## src/rtl/instr_fetch_unit.sv

```systemverilog
// instr_fetch_unit
//   Fetch stage of the 16-bit RISC pipeline. Each fetch-enable pulse issues one
//   instruction-memory read over a req/ack handshake that tolerates wait states.
//   The returned word and its address are latched for decode and the PC
//   advances. Branch/jump redirects load the PC. If a redirect lands while a
//   fetch is outstanding, the in-flight word is squashed. A bounded wait timer
//   aborts fetches that are never acknowledged.
//
// Ports
//   I_clk          clock, rising edge
//   I_reset_n      asynchronous active-low reset
//   I_enfetch      fetch-enable pulse from the control unit
//   I_pc_load      redirect strobe (branch/jump taken)
//   I_pc_target    redirect address
//   O_imem_req     instruction memory request
//   O_imem_addr    instruction memory address
//   I_imem_ack     memory acknowledge, I_imem_rdata valid in the same cycle
//   I_imem_rdata   memory read data
//   O_instr        fetched instruction
//   O_instr_pc     address O_instr was fetched from
//   O_instr_valid  O_instr holds a valid fetched word
//   O_pc           next-to-fetch PC
//   O_busy         fetch outstanding
//   O_fetch_err    last fetch timed out
//
// State | meaning
// IDLE  | no fetch outstanding, waiting for I_enfetch
// WAIT  | request issued, waiting for ack or timeout
module instr_fetch_unit #(
    parameter int                ADDR_W   = 16,
    parameter int                DATA_W   = 16,
    parameter logic [ADDR_W-1:0] RESET_PC = '0,
    parameter int                TIMEOUT  = 15
) (
    input  logic              I_clk,
    input  logic              I_reset_n,
    input  logic              I_enfetch,
    input  logic              I_pc_load,
    input  logic [ADDR_W-1:0] I_pc_target,
    output logic              O_imem_req,
    output logic [ADDR_W-1:0] O_imem_addr,
    input  logic              I_imem_ack,
    input  logic [DATA_W-1:0] I_imem_rdata,
    output logic [DATA_W-1:0] O_instr,
    output logic [ADDR_W-1:0] O_instr_pc,
    output logic              O_instr_valid,
    output logic [ADDR_W-1:0] O_pc,
    output logic              O_busy,
    output logic              O_fetch_err
);

    typedef enum logic {IDLE = 1'b0, WAIT = 1'b1} state_t;

    // The wait timer counts down from TIMEOUT-1. A count of zero while no ack
    // is present is the last permitted WAIT cycle.
    localparam logic [7:0] TMO_LOAD = 8'(TIMEOUT - 1);

    state_t            state_q, state_d;
    logic [ADDR_W-1:0] pc_q, pc_d;
    logic              req_q, req_d;
    logic [ADDR_W-1:0] addr_q, addr_d;
    logic [DATA_W-1:0] instr_q, instr_d;
    logic [ADDR_W-1:0] instr_pc_q, instr_pc_d;
    logic              valid_q, valid_d;
    logic              err_q, err_d;
    logic              busy_q, busy_d;
    logic              squash_q, squash_d;
    logic [7:0]        cnt_q, cnt_d;

    always_ff @(posedge I_clk or negedge I_reset_n) begin
        if (!I_reset_n) begin
            state_q    <= IDLE;
            pc_q       <= RESET_PC;
            req_q      <= 1'b0;
            addr_q     <= '0;
            instr_q    <= '0;
            instr_pc_q <= '0;
            valid_q    <= 1'b0;
            err_q      <= 1'b0;
            busy_q     <= 1'b0;
            squash_q   <= 1'b0;
            cnt_q      <= '0;
        end else begin
            state_q    <= state_d;
            pc_q       <= pc_d;
            req_q      <= req_d;
            addr_q     <= addr_d;
            instr_q    <= instr_d;
            instr_pc_q <= instr_pc_d;
            valid_q    <= valid_d;
            err_q      <= err_d;
            busy_q     <= busy_d;
            squash_q   <= squash_d;
            cnt_q      <= cnt_d;
        end
    end

    always_comb begin
        state_d    = state_q;
        pc_d       = pc_q;
        req_d      = req_q;
        addr_d     = addr_q;
        instr_d    = instr_q;
        instr_pc_d = instr_pc_q;
        valid_d    = valid_q;
        err_d      = err_q;
        squash_d   = squash_q;
        cnt_d      = cnt_q;

        case (state_q)
            IDLE: begin
                if (I_pc_load) begin
                    pc_d = I_pc_target;
                end
                if (I_enfetch) begin
                    req_d    = 1'b1;
                    addr_d   = I_pc_load ? I_pc_target : pc_q;
                    valid_d  = 1'b0;
                    err_d    = 1'b0;
                    squash_d = 1'b0;
                    cnt_d    = TMO_LOAD;
                    state_d  = WAIT;
                end
            end
            WAIT: begin
                if (I_imem_ack) begin
                    req_d    = 1'b0;
                    squash_d = 1'b0;
                    state_d  = IDLE;
                    // A redirect in the ack cycle wins over the returning word.
                    if (I_pc_load) begin
                        pc_d = I_pc_target;
                    end else if (!squash_q) begin
                        instr_d    = I_imem_rdata;
                        instr_pc_d = addr_q;
                        valid_d    = 1'b1;
                        pc_d       = pc_q + 1'b1;
                    end
                end else begin
                    if (I_pc_load) begin
                        pc_d     = I_pc_target;
                        squash_d = 1'b1;
                    end
                    if (cnt_q == 8'd0) begin
                        // Nothing remains in flight after an abort, so any
                        // pending squash is dropped.
                        req_d    = 1'b0;
                        err_d    = 1'b1;
                        squash_d = 1'b0;
                        state_d  = IDLE;
                    end else begin
                        cnt_d = cnt_q - 8'd1;
                    end
                end
            end
            default: state_d = IDLE;
        endcase

        busy_d = (state_d == WAIT);
    end

    assign O_imem_req    = req_q;
    assign O_imem_addr   = addr_q;
    assign O_instr       = instr_q;
    assign O_instr_pc    = instr_pc_q;
    assign O_instr_valid = valid_q;
    assign O_pc          = pc_q;
    assign O_busy        = busy_q;
    assign O_fetch_err   = err_q;

endmodule
```

## config.mk

```make
export PLATFORM = sky130hd
export DESIGN_NAME = instr_fetch_unit
export DESIGN_NICKNAME = d
export VERILOG_FILES = /design/src/rtl/instr_fetch_unit.sv
export SDC_FILE = /design/constraint.sdc
export NUM_CORES = 1
export LEC_CHECK = 0
export ABC_CLOCK_PERIOD_IN_PS = 1800
export BUFFER_PORTS_ARGS = -buffer_cell sky130_fd_sc_hd__buf_2
export CORE_MARGIN = 2
export CORE_UTILIZATION = 46
export CTS_BUF_LIST = sky130_fd_sc_hd__clkbuf_16
export DETAILED_ROUTE_END_ITERATION = 12
export HOLD_SLACK_MARGIN = 0.03
export PLACE_DENSITY = 0.73
export REMOVE_ABC_BUFFERS = 1
export SLEW_MARGIN = 20
export SYNTH_ARGS = -nofsm -noshare
export SYNTH_HDL_FRONTEND = slang
export SYNTH_SLANG_ARGS = --single-unit
```

## constraint.sdc

```tcl
create_clock -name I_clk -period 1.8 [get_ports I_clk]
set_clock_uncertainty 0.1 [all_clocks]
set_input_delay 0.36 -clock I_clk [delete_from_list [all_inputs] [get_ports I_clk]]
set_output_delay 0.36 -clock I_clk [all_outputs]
set_load 0.05 [all_outputs]
```

==> run_results.csv, run 1 <==
group,metric,value,unit
die,start_util,47.0,%
global_route,antenna_found_initial,0,
die,die_h,89.6,um
place,gp_congestion,0.779,
critical_path,worstSetupEndpointType,"flop",
global_route,gr-total-overflow,0,
die,coreArea,7180,um^2
timing,drv_slew,0,
power_and_ir_drop,pwr_density_cell,1540,nW/um^2
critical_path,cp_max_fo,2,
detailed_routing,antenna_left,0,
logic_synthesis,async_flop_share,100,%
timing,setup_viol,2,
logic_synthesis,syn_avg_cell_area,11.2,um^2
critical_path,crit_chain,"or4_4 > or3_4 > or3_4 > a21oi_2",
die,die-width,89.6,um
critical_path,slowest_stage,"or4_4",
logic_synthesis,synth_cell_types,39,
place,place_ws,-0.116,ns
logic_synthesis,synthFlopType,"dfrtp_1",
detailed_routing,wire_per_inst,14.4,um
place,portBuffers,104,
critical_path,critical_path.startpoint_type,"flop",
run_status,status,"finished, violations left",
critical_path,cpMostUsedCell,"or3_4",
critical_path,path_class,"reg2reg",
timing,fmax,532,MHz
logic_synthesis,synth-edff-count,0,
clock_tree,cts_sinks,77,
detailed_routing,routed_wl,7.94,mm
hold_path,worstHoldStart,"I_pc_target[11]",
critical_path,cp.required,1.95,ns
timing,final.period_utilization,104,%
logic_synthesis,yosysSeqAreaShare,57.1,%
clock_tree,root_buffer,"clkbuf_16",
hold_path,hp-class,"in2reg",
critical_path,worstRegToRegCells,4,
critical_path,cp_num_buf_inv,0,
clock_tree,cts.path.max_buffers,2,
die,ios,105,
critical_path,regToRegSetupSlack,-0.08,ns
logic_synthesis,synth_seq_cells,77,
run_status,violations,"negative setup slack",
timing,slew-limit-headroom,68.9,%
hold_path,hold_depth,3,
detailed_routing,first_pass_iters,4,
detailed_routing,vias,2822,
global_route,grt_max_degree,34,
finish,drive_above_1_share,47.5,%
power_and_ir_drop,p_leak,2.17,nW
detailed_routing,avgViaCountPerCell,5.13,
global_route,grtUsageTotal,20.3,%
hold_path,hold-path-endpoint,"O_pc[11]",
power_and_ir_drop,ir_drop,821,uV
critical_path,r2r-start,"cnt_q[5]",
detailed_routing,drc,0,
clock_tree,cts_buffers,9,
clock_tree,cts_tree,"yes",
logic_synthesis,synthesis.instances,301,
die,std_cell_rows,31,
timing,period_needed,1.88,ns
timing,rsz0062_at_grt,"true",
finish,final_core_util,65.2,%
timing,setup_tns,-0.0876,ns
critical_path,r2r_end,"cnt_q[7]",
global_route,grt_pass1_wl,12.5,mm
detailed_routing,drt_iter0_drc,93,
logic_synthesis,yosysWarnings,0,
critical_path,cp.arrival,2.03,ns
critical_path,critPathMaxStageDelay,0.54,ns
clock_tree,htreeDepth,3,
finish,diodes,0,
die,dieArea,8030,um^2
timing,worst_slew_pin_slew,0.467,ns
finish,nets,487,
place,dp_hpwl,5.76,mm
job,maxCapViolCount,0,
clock_tree,clk_latency,0.32,ns
global_route,grt_pass1_vias,2644,
finish,area_growth,38.6,%
clock_tree,path_clk_slew,0.06,ns
power_and_ir_drop,finalPower,0.00718,W
critical_path,path_delay_family,"simple AND/OR/NAND/NOR gates",
timing,setup_ws,-0.0795,ns
timing,hold_viol_final,0,
logic_synthesis,syn_area,3370,um^2
[tightest hold or removal path, stage by stage]
cell and delay, ns:
buf_2 0.08, nand2_1 0.05, nand3_1 0.06
[cells in the mapped netlist, types with 5 or more instances]
library cell	count	area [um^2]
a31oi_1	14	87.6
nand2_1	37	139
or3_1	5	31.3
o21ai_0	24	120
dfrtp_1	77	1930
a21oi_1	7	35.0
nor2_1	20	75.1
clkbuf_1	9	33.8
nand3_1	7	35.0
xor2_1	6	52.6
mux2_2	32	360
xnor2_1	7	61.3
[flip-flops by register name, summed over array words and instances (netlist names)]
| name | flops |
|---|---|
| O_fetch_err | 1 |
| O_imem_req | 1 |
| cnt_q | 8 |
| O_imem_addr | 16 |
| O_instr_pc | 16 |
| squash_q | 1 |
| O_instr | 16 |
| O_pc | 16 |
| O_busy | 1 |
| O_instr_valid | 1 |
[layout make-up]
class                      count  area (um^2)
clock buffer                   9          225
clock inverter                 6         32.5
fill                         566         2500
inverter                       4         15.0
multi-input combinational    207         1450
sequential                    77         1930
tap                           99          124
timing repair buffer         148          901
[worst max path at each step]
stage	slack [ns]	end	startpoint	cells after the start
after floorplan	-1.17	O_instr[0]	O_busy	3
after global placement	-0.06	cnt_q[7]	cnt_q[5]	4
after detailed placement	-0.12	cnt_q[7]	cnt_q[5]	4
after CTS	-0.07	cnt_q[7]	cnt_q[5]	4
after global routing	-0.11	cnt_q[7]	cnt_q[5]	4
final	-0.08	cnt_q[7]	cnt_q[5]	4
[report_power, final]
part	internal, W	leakage (nW)	total [W]	switching [W]
combinational	0.000886	1.13	0.00315	0.00226
sequential	0.00221	0.914	0.00248	0.000264
clock	0.000909	0.126	0.00156	0.000647
total	0.00401	2.17	0.00718	0.00317
[cell families after synthesis]
kind of cell               after synthesis  share of synthesized area [%]
buffers and inverters                   17                           2.04
muxes                                   35                           11.6
DFF                                     77                           57.1
and+or+nand+nor                        102                           15.5
AOI/OAI and AO/OA                       54                           9.31
xor gates and xnor gates                13                           3.38
adders and majority gates                3                           1.11
[what timing repair did]
item,in CTS,in global routing
pin swaps,5,11
setup buffers,0,4
hold buffers,1,0
hold endpoints to repair,26,0
gates resized for setup,6,14
endpoints found under the setup margin,10,10
[metrics by stage]
stage,instances,area [um^2],hold WS (ns)
2_1_floorplan,288,3320,-0.0356
3_3_place_gp,530,4310,0.201
3_5_place_dp,530,4310,0.202
4_1_cts,546,4590,0.157
5_1_grt,550,4680,0.155
6_report,550,4680,0.168
[cells in the final DEF (no fill, tap or decap), drive strengths merged, types with 3 or more instances in the layout]
cell and n:
a31oi 14, inv 5, xor2 6, or3 6
nor3 4, clkinv 3, mux2i 3, o21ai 24
a21oi 7, o211ai 3, nand4 4, xnor2 7
buf 147, nor2 20, nor4 3, or4 5
nor2b 4, nand2 37, nand3 7, clkbuf 9
dfrtp 77, mux2 32, ha 3
[per-layer routing]
layer | vias to the layer above | wire [um] | GRT usage (%)
met4 | 0 | 51 | 5.02
li1 | 1376 | - | -
met1 | 1351 | 3600 | 25.9
met2 | 90 | 3790 | 34.3
met3 | 5 | 493 | 5.76
met5 | - | 0 | 0
No activity file was read; power rests on OpenSTA's default activity.
==> run 2: changes to the inputs <==
CORE_MARGIN = 3   (was 2)
CTS_CLUSTER_DIAMETER = 120   (was unset)
SETUP_SLACK_MARGIN = 0.15   (was unset)
==> run_results.csv, run 2 (synthesis results as in run 1) <==
group,metric,value,unit
detailed_routing,routed_wl,8.52,mm
power_and_ir_drop,pwr-share-comb,44.7,%
place,portBuffers,104,
critical_path,cp.required,1.96,ns
power_and_ir_drop,clkPwrFrac,21.7,%
run_status,status,"finished, violations left",
clock_tree,cts_sinks,77,
timing,setup_tns,-0.0651,ns
global_route,grtUsageTotal,20.4,%
critical_path,cp_num_buf_inv,0,
die,coreArea,6940,um^2
timing,setup_viol,2,
timing,drv_slew,0,
run_status,violations,"negative setup slack",
clock_tree,path_clk_slew,0.06,ns
timing,final.period_utilization,103,%
die,std_cell_rows,30,
power_and_ir_drop,ir_drop,953,uV
detailed_routing,first_pass_iters,4,
job,maxCapViolCount,0,
clock_tree,cts_buffers,9,
finish,final_cell_mix,"101 x buf_2, 75 x dfrtp_1, 39 x buf_4, 36 x nand2_1, 18 x nor2_1",
hold_path,hp-class,"in2reg",
power_and_ir_drop,power.switching,0.00328,W
die,start_util,48.6,%
power_and_ir_drop,p_int,0.00414,W
place,placed_area,4310,um^2
critical_path,crit_cells,4,
timing,worst_slew_pin_slew,0.485,ns
detailed_routing,drt_iter0_drc,163,
global_route,grtUsageMet1,26.4,%
global_route,antenna_found_initial,1,
finish,fin_area,4840,um^2
critical_path,path_delay_family,"simple AND/OR/NAND/NOR gates",
critical_path,worstRegToRegCells,4,
clock_tree,htreeDepth,3,
clock_tree,cts.path.max_buffers,2,
die,die_h,91.6,um
timing,slew-limit-headroom,67.6,%
hold_path,hold_depth,2,
timing,fin_hold_ws,0.157,ns
die,dieArea,8400,um^2
critical_path,cp_max_fo,2,
critical_path,slowest_stage,"or4_4",
global_route,gr-total-overflow,0,
timing,hold_viol_final,0,
global_route,grt_pass1_wl,13.8,mm
place,gp_congestion,0.833,
global_route,top_usage_layer,"met2",
power_and_ir_drop,share_seq_of_total_power,33.6,%
clock_tree,root_buffer,"clkbuf_16",
finish,final_core_util,69.7,%
detailed_routing,antenna_left,0,
place,dp_hpwl,5.81,mm
timing,period_needed,1.85,ns
critical_path,path_class,"reg2reg",
timing,rsz0062_at_grt,"true",
detailed_routing,wire_per_inst,15.4,um
power_and_ir_drop,swShare,44.2,%
critical_path,critical_path.startpoint_type,"flop",
die,die-width,91.6,um
detailed_routing,drc,0,
timing,setup_ws,-0.0496,ns
critical_path,crit_chain,"or4_4 > or3_4 > or3_1 > a21oi_2",
finish,nets,490,
global_route,globalRouteMet3Util,4.43,%
critical_path,critPathMaxStageDelay,0.54,ns
die,ios,105,
finish,drive_above_1_share,49.7,%
detailed_routing,avgViaCountPerCell,5.25,
global_route,grt_pass1_vias,2860,
critical_path,worstSetupEndpointType,"flop",
finish,area_growth,43.6,%
global_route,grt_max_degree,78,
place,place_ws,-0.149,ns
power_and_ir_drop,p_leak,2.25,nW
clock_tree,clk_latency,0.33,ns
detailed_routing,vias,2896,
critical_path,cp.arrival,2.01,ns
finish,layout_commonest_cell,"buf_2",
timing,fmax,541,MHz
clock_tree,cts_tree,"yes",
global_route,use_met2,33.7,%
power_and_ir_drop,pwr_density_cell,1530,nW/um^2
==> run 2: cell types whose count changed in the layout (fill, tap and decap cells not counted), moves of 3 or more <==
cell,change
mux2_2,-17
buf_6,+3
o21ai_1,+7
mux2_4,+17
o21ai_0,-8
==> run 2: repair_timing <==
item	4_1_cts	5_1_grt
pin swaps	15	15
gates cloned	1	0
hold endpoints to repair	77	0
endpoints found under the setup margin	20	41
buffers inserted	3	2
resized for setup	19	43
hold buffers	1	0
==> run 2: metal layers <==
metal / vias to the layer above / share of wire [%]
met1: 1406 / 44
met5: - / 0
met4: 0 / 1.6
li1: 1377 / -
met3: 11 / 6.6
met2: 102 / 48
==> run 2: power by group through the flow <==
stage,combinational (W),clock [W],sequential (W)
floorplan,0.000593,0,0.00414
global placement,0.00308,0,0.00247
detailed placement,0.00312,0,0.00250
finish,0.00331,0.00161,0.00249
global route,0.00348,0.00172,0.00257
CTS,0.00318,0.00165,0.00248
==> run 2: path summary, 6_finish.rpt <==
check,from,to,slack (ns)
worst max-delay path,cnt_q[5],cnt_q[7],-0.05
worst min-delay path,I_imem_rdata[1],O_instr[1],0.16
worst max register to register,cnt_q[5],cnt_q[7],-0.05
worst min register to register,O_imem_req,O_imem_req,0.38
max in group asynchronous,I_reset_n,O_pc[0],0.76
min in group asynchronous,I_reset_n,O_instr[1],0.47
==> run 2: cell type report <==
cell class,instances,area [um^2]
Antenna cell,1,2.50
Clock buffer,9,225
Clock inverter,7,42.5
Fill cell,540,2100
Inverter,4,15.0
Multi-Input combinational cell,207,1570
Sequential cell,77,1930
Tap cell,96,120
Timing Repair Buffer,151,940
==> run 2: metrics by stage <==
stage | cells | power, W
global route | 552 | 0.00777
floorplan | 288 | 0.00473
finish | 552 | 0.00741
global placement | 528 | 0.00555
detailed placement | 528 | 0.00562
CTS | 549 | 0.00731
==> run 3: changes to the inputs <==
ABC_AREA = 1   (was unset)
CORE_UTILIZATION = 48   (was 46)
PLACE_DENSITY = 0.88   (was 0.73)
==> run_results.csv, run 3 <==
group,metric,value,unit
place,gp_congestion,0.973,
finish,fillers,654,
critical_path,path_class,"reg2out",
die,std_cell_rows,32,
clock_tree,cts_sinks,77,
global_route,grtUsageTotal,22.8,%
run_status,status,"completed",
critical_path,crit_chain,"buf_4 > buf_2",
logic_synthesis,syn_area,3940,um^2
detailed_routing,antenna_left,0,
timing,rsz0062_at_grt,"true",
power_and_ir_drop,ir_drop,606,uV
timing,slew-limit-headroom,71.9,%
logic_synthesis,yosysWarnings,0,
clock_tree,root_buffer,"clkbuf_16",
die,start_util,50.1,%
job,maxCapViolCount,0,
logic_synthesis,syn_avg_cell_area,8.32,um^2
die,ios,105,
finish,fin_area,5090,um^2
finish,final_cell_mix,"120 x nand2_1, 103 x buf_2, 75 x dfrtp_1, 52 x o21ai_0, 49 x inv_1",
place,placed_area,4630,um^2
logic_synthesis,netlist.area_leader.share,49.0,%
logic_synthesis,yosysTopAreaCell,"dfrtp_1",
critical_path,cp_max_fo,5,
die,dieArea,9320,um^2
place,place_ws,0.0895,ns
logic_synthesis,yosysMostFrequentCell,"nand2_1",
die,die-width,96.5,um
timing,worst_slew_pin_slew,0.421,ns
logic_synthesis,synthTopCellsByCount,"121 x nand2_1, 77 x dfrtp_1, 53 x inv_1, 53 x o21ai_0, 37 x nand3_1",
timing,setup_viol,0,
timing,fmax,611,MHz
timing,final.period_utilization,91.0,%
logic_synthesis,synth_cell_types,28,
place,dp_hpwl,7.55,mm
die,die_h,96.5,um
logic_synthesis,yosysSeqAreaShare,49.0,%
detailed_routing,avgViaCountPerCell,5.46,
timing,fin_hold_ws,0.154,ns
power_and_ir_drop,swShare,45.5,%
logic_synthesis,synth_seq_cells,77,
finish,area_growth,29.5,%
detailed_routing,first_pass_iters,6,
clock_tree,htreeDepth,3,
logic_synthesis,synth-edff-count,0,
clock_tree,clk_latency,0.33,ns
timing,period_needed,1.64,ns
power_and_ir_drop,p_leak,2.64,nW
timing,setup_ws,0.162,ns
finish,multi_input_area,1730,um^2
critical_path,worstSetupEndpointType,"output port",
logic_synthesis,async_flop_share,100,%
power_and_ir_drop,power.switching,0.00361,W
critical_path,critPathMaxStageDelay,0.43,ns
detailed_routing,vias,3834,
clock_tree,cts_buffers,9,
logic_synthesis,synth_area_leaders,"dfrtp_1 49%, nand2_1 12%, o21ai_0 6.7%",
clock_tree,path_clk_slew,0.06,ns
global_route,grt_pass1_wl,16.7,mm
detailed_routing,wire_per_inst,15.7,um
power_and_ir_drop,finalPower,0.00794,W
logic_synthesis,synthFlopType,"dfrtp_1",
finish,layout_commonest_cell,"nand2_1",
detailed_routing,drt_iter0_drc,358,
timing,drv_slew,0,
detailed_routing,routed_wl,11.0,mm
global_route,grt_pass1_vias,3660,
hold_path,hp-class,"in2reg",
finish,drive_above_1_share,31.0,%
power_and_ir_drop,share_seq_of_total_power,32.5,%
finish,diodes,0,
power_and_ir_drop,p_int,0.00433,W
critical_path,slowest_stage,"dfrtp_2",
power_and_ir_drop,pwr-share-comb,43.3,%
finish,nets,636,
global_route,antenna_found_initial,0,
finish,stdcell_count,702,
detailed_routing,drc,0,
clock_tree,cts.path.max_buffers,2,
logic_synthesis,synthesis.instances,473,
critical_path,critical_path.startpoint_type,"flop",
critical_path,cp.arrival,1.18,ns
critical_path,cp.required,1.34,ns
power_and_ir_drop,clkPwrFrac,24.2,%
power_and_ir_drop,pwr_density_cell,1560,nW/um^2
clock_tree,cts_tree,"yes",
place,placedCellCount,675,
global_route,gr-total-overflow,0,
timing,hold_viol_final,0,
finish,regArea,1930,um^2
global_route,grt_max_degree,32,
die,coreArea,7850,um^2
place,portBuffers,104,
run 3: changes by cell type after synthesis, sizes merged, moves of 5 or more:
cell / previous run / this run
mux2: 32 / 17
inv: 4 / 56
a31oi: 14 / 1
or3: 6 / 0
xnor2: 7 / 0
buf: 4 / 14
nand2: 37 / 123
nand3: 7 / 37
o21ai: 24 / 74
nor2: 20 / 36
or4: 5 / 0
run 3: worst paths after layout:
path                                 start  slack (ns)          end  depth (start not counted)
setup / recovery                    O_busy        0.16       O_busy                          2
hold / removal             I_imem_rdata[4]        0.15   O_instr[4]                          2
setup reg to reg                    O_busy        0.17   O_instr[6]                          5
hold reg to reg                O_fetch_err        0.38  O_fetch_err                          2
max in group asynchronous        I_reset_n        0.69       O_busy                          3
min in group asynchronous        I_reset_n        0.40  O_instr[14]                          2
run 3: cell families after synthesis:
kind of cell | Yosys count | synth area share (%)
compound gates | 89 | 11.9
xor+xnor | 3 | 0.668
fa+ha+maj | 3 | 0.954
buf+inv | 75 | 8.39
flops | 77 | 49.0
mux | 17 | 6.49
simple gates | 209 | 22.7
run 3: power groups by stage:
stage / combinational, W / sequential, W / clock [W]
detailed placement: 0.00335 / 0.00258 / 0
global placement: 0.00328 / 0.00254 / 0
finish: 0.00344 / 0.00258 / 0.00192
floorplan: 0.000857 / 0.00417 / 0
CTS: 0.00337 / 0.00256 / 0.00193
global route: 0.00367 / 0.00264 / 0.00202
run 3: what timing repair did:
action,CTS,global route
setup buffers,0,9
hold endpoints to repair,29,0
gates cloned,1,1
resized for setup,2,18
setup endpoints to repair,6,23
hold buffers,1,0
pin swaps,1,4
run 3: routing by layer:
layer | vias to the layer above | GRT usage, % | share of wire [%]
met5 | - | 0 | 0
met4 | 0 | 10.7 | 2.5
li1 | 1784 | - | -
met3 | 29 | 4.42 | 7.7
met2 | 184 | 38.9 | 51
met1 | 1837 | 27.9 | 39
run 3: worst max-delay path, delay by kind of cell, from the launching register on:
family | cells | cell delay, ns
buf+inv | 2 | 0.41
flops | 1 | 0.43
run 3: cell type report:
class,count,area share [%]
inverters,56,4.27
clock buffers,9,4.42
clock inverters,6,1.74
repair inverters,1,0.147
repair buffers,129,15.1
multi-input cells,322,34.0
well taps,102,2.50
flip-flops and latches,77,37.9
run 3: through the flow:
step                      TNS (ns)  utilization, %
final                            0            64.9
after global routing             0            64.9
after CTS                        0            63.2
after detailed placement         0            59.0
after global placement           0            59.0
after floorplan             -11.71               -
